## src/rtl/id_token_if.sv

```systemverilog
// id_token_if: character stream inputs and token status outputs of id_token_scanner.
interface id_token_if #(parameter int LEN_W = 8, parameter int CNT_W = 16);
  logic [7:0]       char;
  logic             char_valid;
  logic             underscore_en;
  logic             clear;
  logic             match;
  logic [LEN_W-1:0] cur_len;
  logic             token_done;
  logic [LEN_W-1:0] last_len;
  logic [CNT_W-1:0] token_count;
  modport master (output char, char_valid, underscore_en, clear,
                  input  match, cur_len, token_done, last_len, token_count);
  modport slave  (input  char, char_valid, underscore_en, clear,
                  output match, cur_len, token_done, last_len, token_count);
endinterface

```

## src/rtl/id_token_scanner.sv

```systemverilog
// id_token_scanner: recognises alpha+ digit{MIN_DIGITS,} tokens and reports length and count statistics.
module id_token_scanner #(
  parameter int MIN_DIGITS = 1,
  parameter int LEN_W      = 8,
  parameter int CNT_W      = 16
) (
  input logic       clk,
  input logic       rst_n,
  id_token_if.slave tok
);
  typedef enum logic [1:0] {IDLE, ALPHA, DIGIT, MATCH} state_t;
  state_t           state_q, state_d;
  logic [LEN_W-1:0] len_q, len_d, last_q, last_d, len_inc;
  logic [3:0]       dcnt_q, dcnt_d, dcnt_inc;
  logic [CNT_W-1:0] cnt_q, cnt_d;
  logic             done_q, done_d, is_digit, is_alpha, reach;
  assign is_digit = tok.char >= 8'd48 && tok.char <= 8'd57;
  assign is_alpha = (tok.char >= 8'd65 && tok.char <= 8'd90) || (tok.char >= 8'd97 && tok.char <= 8'd122) ||
                    (tok.char == 8'd95 && tok.underscore_en);
  assign len_inc  = &len_q ? len_q : len_q + LEN_W'(1);
  assign dcnt_inc = dcnt_q >= 4'(MIN_DIGITS) ? dcnt_q : dcnt_q + 4'd1;
  // dcnt is zero in ALPHA and saturated in MATCH, so one digit rule covers every non-idle state
  assign reach    = dcnt_inc >= 4'(MIN_DIGITS);
  always_comb begin
    state_d = state_q;
    len_d   = len_q;
    dcnt_d  = dcnt_q;
    last_d  = last_q;
    cnt_d   = cnt_q;
    done_d  = 1'b0;
    if (tok.clear) begin
      state_d = IDLE;
      len_d   = '0;
      dcnt_d  = '0;
      last_d  = '0;
      cnt_d   = '0;
    end else if (tok.char_valid) begin
      if (is_digit && state_q != IDLE) begin
        len_d   = len_inc;
        dcnt_d  = dcnt_inc;
        state_d = reach ? MATCH : DIGIT;
      end else if (is_alpha) begin
        state_d = ALPHA;
        len_d   = state_q == ALPHA ? len_inc : LEN_W'(1);
        dcnt_d  = '0;
      end else begin
        state_d = IDLE;
        len_d   = '0;
        dcnt_d  = '0;
      end
      done_d = state_q == MATCH && !is_digit;
      last_d = done_d ? len_q : last_q;
      cnt_d  = done_d && !(&cnt_q) ? cnt_q + CNT_W'(1) : cnt_q;
    end
  end
  always_ff @(posedge clk or negedge rst_n) begin
    if (!rst_n) begin
      state_q <= IDLE;
      len_q   <= '0;
      dcnt_q  <= '0;
      last_q  <= '0;
      cnt_q   <= '0;
      done_q  <= 1'b0;
    end else begin
      state_q <= state_d;
      len_q   <= len_d;
      dcnt_q  <= dcnt_d;
      last_q  <= last_d;
      cnt_q   <= cnt_d;
      done_q  <= done_d;
    end
  end
  assign tok.match       = state_q == MATCH;
  assign tok.cur_len     = len_q;
  assign tok.token_done  = done_q;
  assign tok.last_len    = last_q;
  assign tok.token_count = cnt_q;
endmodule

```

## src/flat_wrapper.sv

```systemverilog
// flat-port wrapper written by rule: the top's interface ports become plain ports
module id_token_scanner_flat 
#(
  parameter int MIN_DIGITS = 1,
  parameter int LEN_W      = 8,
  parameter int CNT_W      = 16
)
  (clk, rst_n, tok_char, tok_char_valid, tok_underscore_en, tok_clear, tok_match, tok_cur_len, tok_token_done, tok_last_len, tok_token_count);
  id_token_if #(.LEN_W(LEN_W), .CNT_W(CNT_W)) tok_i ();
  input logic clk;
  input logic rst_n;
  input wire logic [$bits(tok_i.char)-1:0] tok_char;
  input wire logic [$bits(tok_i.char_valid)-1:0] tok_char_valid;
  input wire logic [$bits(tok_i.underscore_en)-1:0] tok_underscore_en;
  input wire logic [$bits(tok_i.clear)-1:0] tok_clear;
  output wire logic [$bits(tok_i.match)-1:0] tok_match;
  output wire logic [$bits(tok_i.cur_len)-1:0] tok_cur_len;
  output wire logic [$bits(tok_i.token_done)-1:0] tok_token_done;
  output wire logic [$bits(tok_i.last_len)-1:0] tok_last_len;
  output wire logic [$bits(tok_i.token_count)-1:0] tok_token_count;
  assign tok_i.char = tok_char;
  assign tok_i.char_valid = tok_char_valid;
  assign tok_i.underscore_en = tok_underscore_en;
  assign tok_i.clear = tok_clear;
  assign tok_match = tok_i.match;
  assign tok_cur_len = tok_i.cur_len;
  assign tok_token_done = tok_i.token_done;
  assign tok_last_len = tok_i.last_len;
  assign tok_token_count = tok_i.token_count;
  id_token_scanner #(.MIN_DIGITS(MIN_DIGITS), .LEN_W(LEN_W), .CNT_W(CNT_W)) u_core (.clk(clk), .rst_n(rst_n), .tok(tok_i));
endmodule
```

## config.mk

```make
export PLATFORM = sky130hd
export DESIGN_NAME = id_token_scanner_flat
export DESIGN_NICKNAME = d
export VERILOG_FILES = /design/src/rtl/id_token_if.sv /design/src/rtl/id_token_scanner.sv /design/src/flat_wrapper.sv
export SDC_FILE = /design/constraint.sdc
export NUM_CORES = 1
export LEC_CHECK = 0
export ABC_CLOCK_PERIOD_IN_PS = 3600
export CORE_MARGIN = 4
export CORE_UTILIZATION = 50
export CTS_CLUSTER_DIAMETER = 150
export DETAILED_ROUTE_END_ITERATION = 8
export GPL_ROUTABILITY_DRIVEN = 0
export PLACE_DENSITY = 0.79
export SYNTH_ARGS = -nofsm -noshare
export SYNTH_HDL_FRONTEND = slang
export SYNTH_SLANG_ARGS = --single-unit
```

## constraint.sdc

```tcl
create_clock -name clk -period 3.6 [get_ports clk]
set_input_delay 0.72 -clock clk [delete_from_list [all_inputs] [get_ports clk]]
set_output_delay 0.72 -clock clk [all_outputs]
set_load 0.01 [all_outputs]
```

==> metrics.md <==
| Metric | Value |
|---|---|
| Status | `finished, final reports clean` |
| Fin crit period | `roughly 2.8 ns` |
| DP HPWL | `around 3.5 mm` |
| Post-Layout Cell Count | `330` |
| Final wirelength | `5.16 mm` |
| Drt drc | `0` |
| Vias | `1951` |
| Die area | `about 5300 um2` |
| Sequential power share | `51.1%` |
| CTS tree | `done` |
| Clock input transition at the sequential cells of the worst setup and hold paths | `around 0.07 ns` |
| Asr flop ratio synth | `100%` |
| Clock Skews | `between 0.007 and 0.008 ns` |
| Syn Std Cell Area | `2100 um2` |
| Most frequent CP cell | `o21ai_1` |
| Initial Utilization | `between 50 and 60%` |
| WS Path Type | `in -> reg` |
| Worst skew pair latency | `0.29 ns` |
| Register area share after synthesis | `roughly 47%` |
| Reg2Reg Setup Slack | `roughly 1.6 ns` |
| Reg-to-Reg End | `u_core.tok.token_count[1]` |
| Wire per inst | `about 16 um` |
| First-pass DRT Iterations | `4` |
| NetSw | `approximately 180 uW` |
| Final Max Tran Viols | `0` |
| Post-Syn Nets | `250` |
| Post-synth cell types | `between 40 and 50` |
| FMAX | `around 360 MHz` |
| Ant. Diodes | `0` |
| Root buffer cell | `clkbuf_8` |
| Worst EP required | `between 3 and 4 ns` |
| Hold crit path type | `reg -> reg` |
| Reg-to-reg startpoint | `u_core.tok.token_count[9]` |
| WHS Endpoint | `u_core.dcnt_q[3]` |
| Initial antenna violation count | `0` |
| Crit path DAT | `2.96 ns` |
| Post-CTS Setup Bufs | `0` |
| Slowest stage delay, CP | `between 0.6 and 0.7 ns` |
| Max Cap Violations | `0` |
| Setup TNS | `0 ns` |
| Vias in the first global route | `approximately 1800` |
| Final setup viols | `0` |
| Post-cts hold buffer count | `0` |
| Bufs on Longest Clock Path | `2` |
| Count of cells resized by post-cts repair | `0` |
| Critical path's slowest cell | `o21ai_1` |
| Antenna-violating nets left | `0` |
| # nets final | `just under 300` |
| Die Y | `just over 70 um` |
| Placed Area | `2590 um2` |
| Leak | `about 0.0011 uW` |
| Max VDD drop | `between 0.2 and 0.3 mV` |
| Area growth from synthesis to layout | `29.2%` |
| Tot GR Track Use | `a little over a fifth` |
| RSZ-0062 raised after global routing | `no` |
| CP Cell Sequence | `clkdlybuf4s50_1 -> o21ai_1 -> o2111ai_1 -> o21ai_1 -> o211ai_1 -> a31oi_1` |
| Largest net degree at the start of global routing | `40` |
| Relative slew slack | `roughly 29%` |
| Cell Rows | `23` |
| Flops & latches, synth | `39` |
| Combinational share of power | `5.2%` |
| Num ports | `47` |
| CP Capture Type | `flop` |
| Primary FF master, synth | `dfrtp_1` |
| First-pass GRT wire length | `around 8.6 mm` |
| Ys Warns | `0` |
| CP startpoint kind | `input pin` |
| Drt via density | `5.91` |
| FF-to-FF path depth | `5` |
| Cells after Synth | `roughly 230` |
| Inserted Clock Buffers | `5` |
| Int Pwr | `681 uW` |
| Post-synth EDFFs | `0` |
| Core area | `4030 um2` |
| Final Hold Vio Count | `0` |
| Avg Inst Size Synth | `roughly 9 um2` |
| Final Cell Area | `roughly 2700 um2` |
| Gr ovfl total | `0` |
| Min-delay src | `u_core.dcnt_q[3]` |
| Least-Margin Pin Slew | `around 1.1 ns` |
| Clock sinks | `39` |
| Util after Layout | `around two thirds` |
| Pwr Density | `318 nW/um2` |
| Max FO, Critical Path | `16` |
| Clock share of power | `43.7%` |
| Final period utilization | `77.1%` |
| DRT iter0 DRCs | `around 150` |
| # H-tree levels | `2` |
| Placed cells | `roughly 320` |
| Fraction of layout cells with a size suffix above 1 | `just under 8%` |
| Input/output buffers | `between 40 and 50` |
| WHS Path Cells | `1` |
| Sw frac | `between 20% and 30%` |
| Origin of the worst setup path | `tok_char[1]` |
| Die Wd | `~73 um` |
-- power by group through the flow --
| stage | clock network, uW | registers [uW] | logic (uW) |
|---|---|---|---|
| 6_report | 376 | 440 | 45.0 |
| 3_5_place_dp | 0 | 449 | 44.6 |
| 4_1_cts | 385 | 440 | 45.1 |
| 5_1_grt | 409 | 440 | 49.6 |
| 2_1_floorplan | 0 | 449 | 16.8 |
| 3_3_place_gp | 0 | 449 | 43.9 |
-- worst max-delay path, delay by kind of cell --
family          cells  cell delay, ns
buf+inv             1            0.45
compound gates      5            1.78
-- how the worst max path moves through the flow --
stage | slack, ns | cells after the start | endpoint
floorplan | 1.50 | 6 | u_core.tok.cur_len[5]
detailed placement | 0.63 | 6 | u_core.tok.cur_len[5]
global placement | 0.74 | 6 | u_core.tok.cur_len[5]
CTS | 0.90 | 6 | u_core.tok.cur_len[3]
global route | 0.59 | 6 | u_core.tok.cur_len[5]
finish | 0.83 | 6 | u_core.tok.cur_len[3]
-- metrics by stage --
| stage | worst slack [ns] | power (uW) | hold slack, ns |
|---|---|---|---|
| global placement | 0.741 | 493 | 0.508 |
| CTS | 0.895 | 870 | 0.530 |
| global route | 0.595 | 899 | 0.556 |
| detailed placement | 0.631 | 493 | 0.513 |
| floorplan | 1.50 | 465 | 0.424 |
| finish | 0.826 | 861 | 0.527 |
-- layout make-up --
cell class	count	area, um2
fill	349	1320
clock buffer	6	82.6
tap	50	62.6
clock inverter	2	35.0
multi-input combinational	177	1050
sequential	39	976
timing repair buffer	49	478
inverter	7	26.3
-- metal layers --
| metal | wire (um) | up-vias | global-route usage [%] |
|---|---|---|---|
| met5 | 0 | - | 0 |
| met4 | 69 | 0 | 6.97 |
| met3 | 351 | 9 | 6.06 |
| met2 | 2420 | 72 | 32.2 |
| met1 | 2320 | 930 | 28.7 |
| li1 | - | 940 | - |
-- registers in the layout (all words and copies together) (netlist names) --
signal	cells
u_core.dcnt_q	4
u_core.state_q	2
u_core.tok.cur_len	8
u_core.tok.last_len	8
u_core.tok.token_count	16
u_core.tok.token_done	1
-- cells in the final DEF, fill, tap and decap left out, drive strengths merged, types with 3 or more instances in the layout --
master         instances
clkdlybuf4s50         45
dfrtp                 39
nand2                 32
nand3                 20
nor2                  20
a21oi                 17
o21ai                 11
a31oi                  9
inv                    7
xnor2                  7
clkbuf                 6
nand4                  5
ha                     5
and3                   5
o211ai                 4
xor2                   4
nor4                   4
or3                    4
buf                    4
a22o                   3
nor4b                  3
nor3                   3
-- cells by family after synthesis --
logic type	after synthesis	share of synthesized area (%)
buffers and inverters	16	3.46
XOR/XNOR	11	4.59
multiplexers	1	0.477
AO/OA/AOI/OAI	54	16.5
flip-flops	39	46.5
adder cells (fa/ha/maj)	5	2.98
AND/OR/NAND/NOR	106	25.5
-- synth_stat cells (all sizes together), types with 3 or more instances --
cell | number | area [um2]
a21oi | 17 | 85.1
a22o | 3 | 26.3
a31oi | 9 | 56.3
and3 | 5 | 32.5
clkbuf | 8 | 41.3
dfrtp | 39 | 976
ha | 5 | 62.6
inv | 7 | 26.3
nand2 | 32 | 120
nand3 | 20 | 100
nand4 | 5 | 31.3
nor2 | 20 | 75.1
nor3 | 3 | 15.0
nor4 | 4 | 25.0
nor4b | 3 | 26.3
o211ai | 4 | 30.0
o21ai | 11 | 66.3
or3 | 4 | 30.0
xnor2 | 7 | 61.3
xor2 | 4 | 35.0
Note: power is estimated with default switching activity, not from simulation.
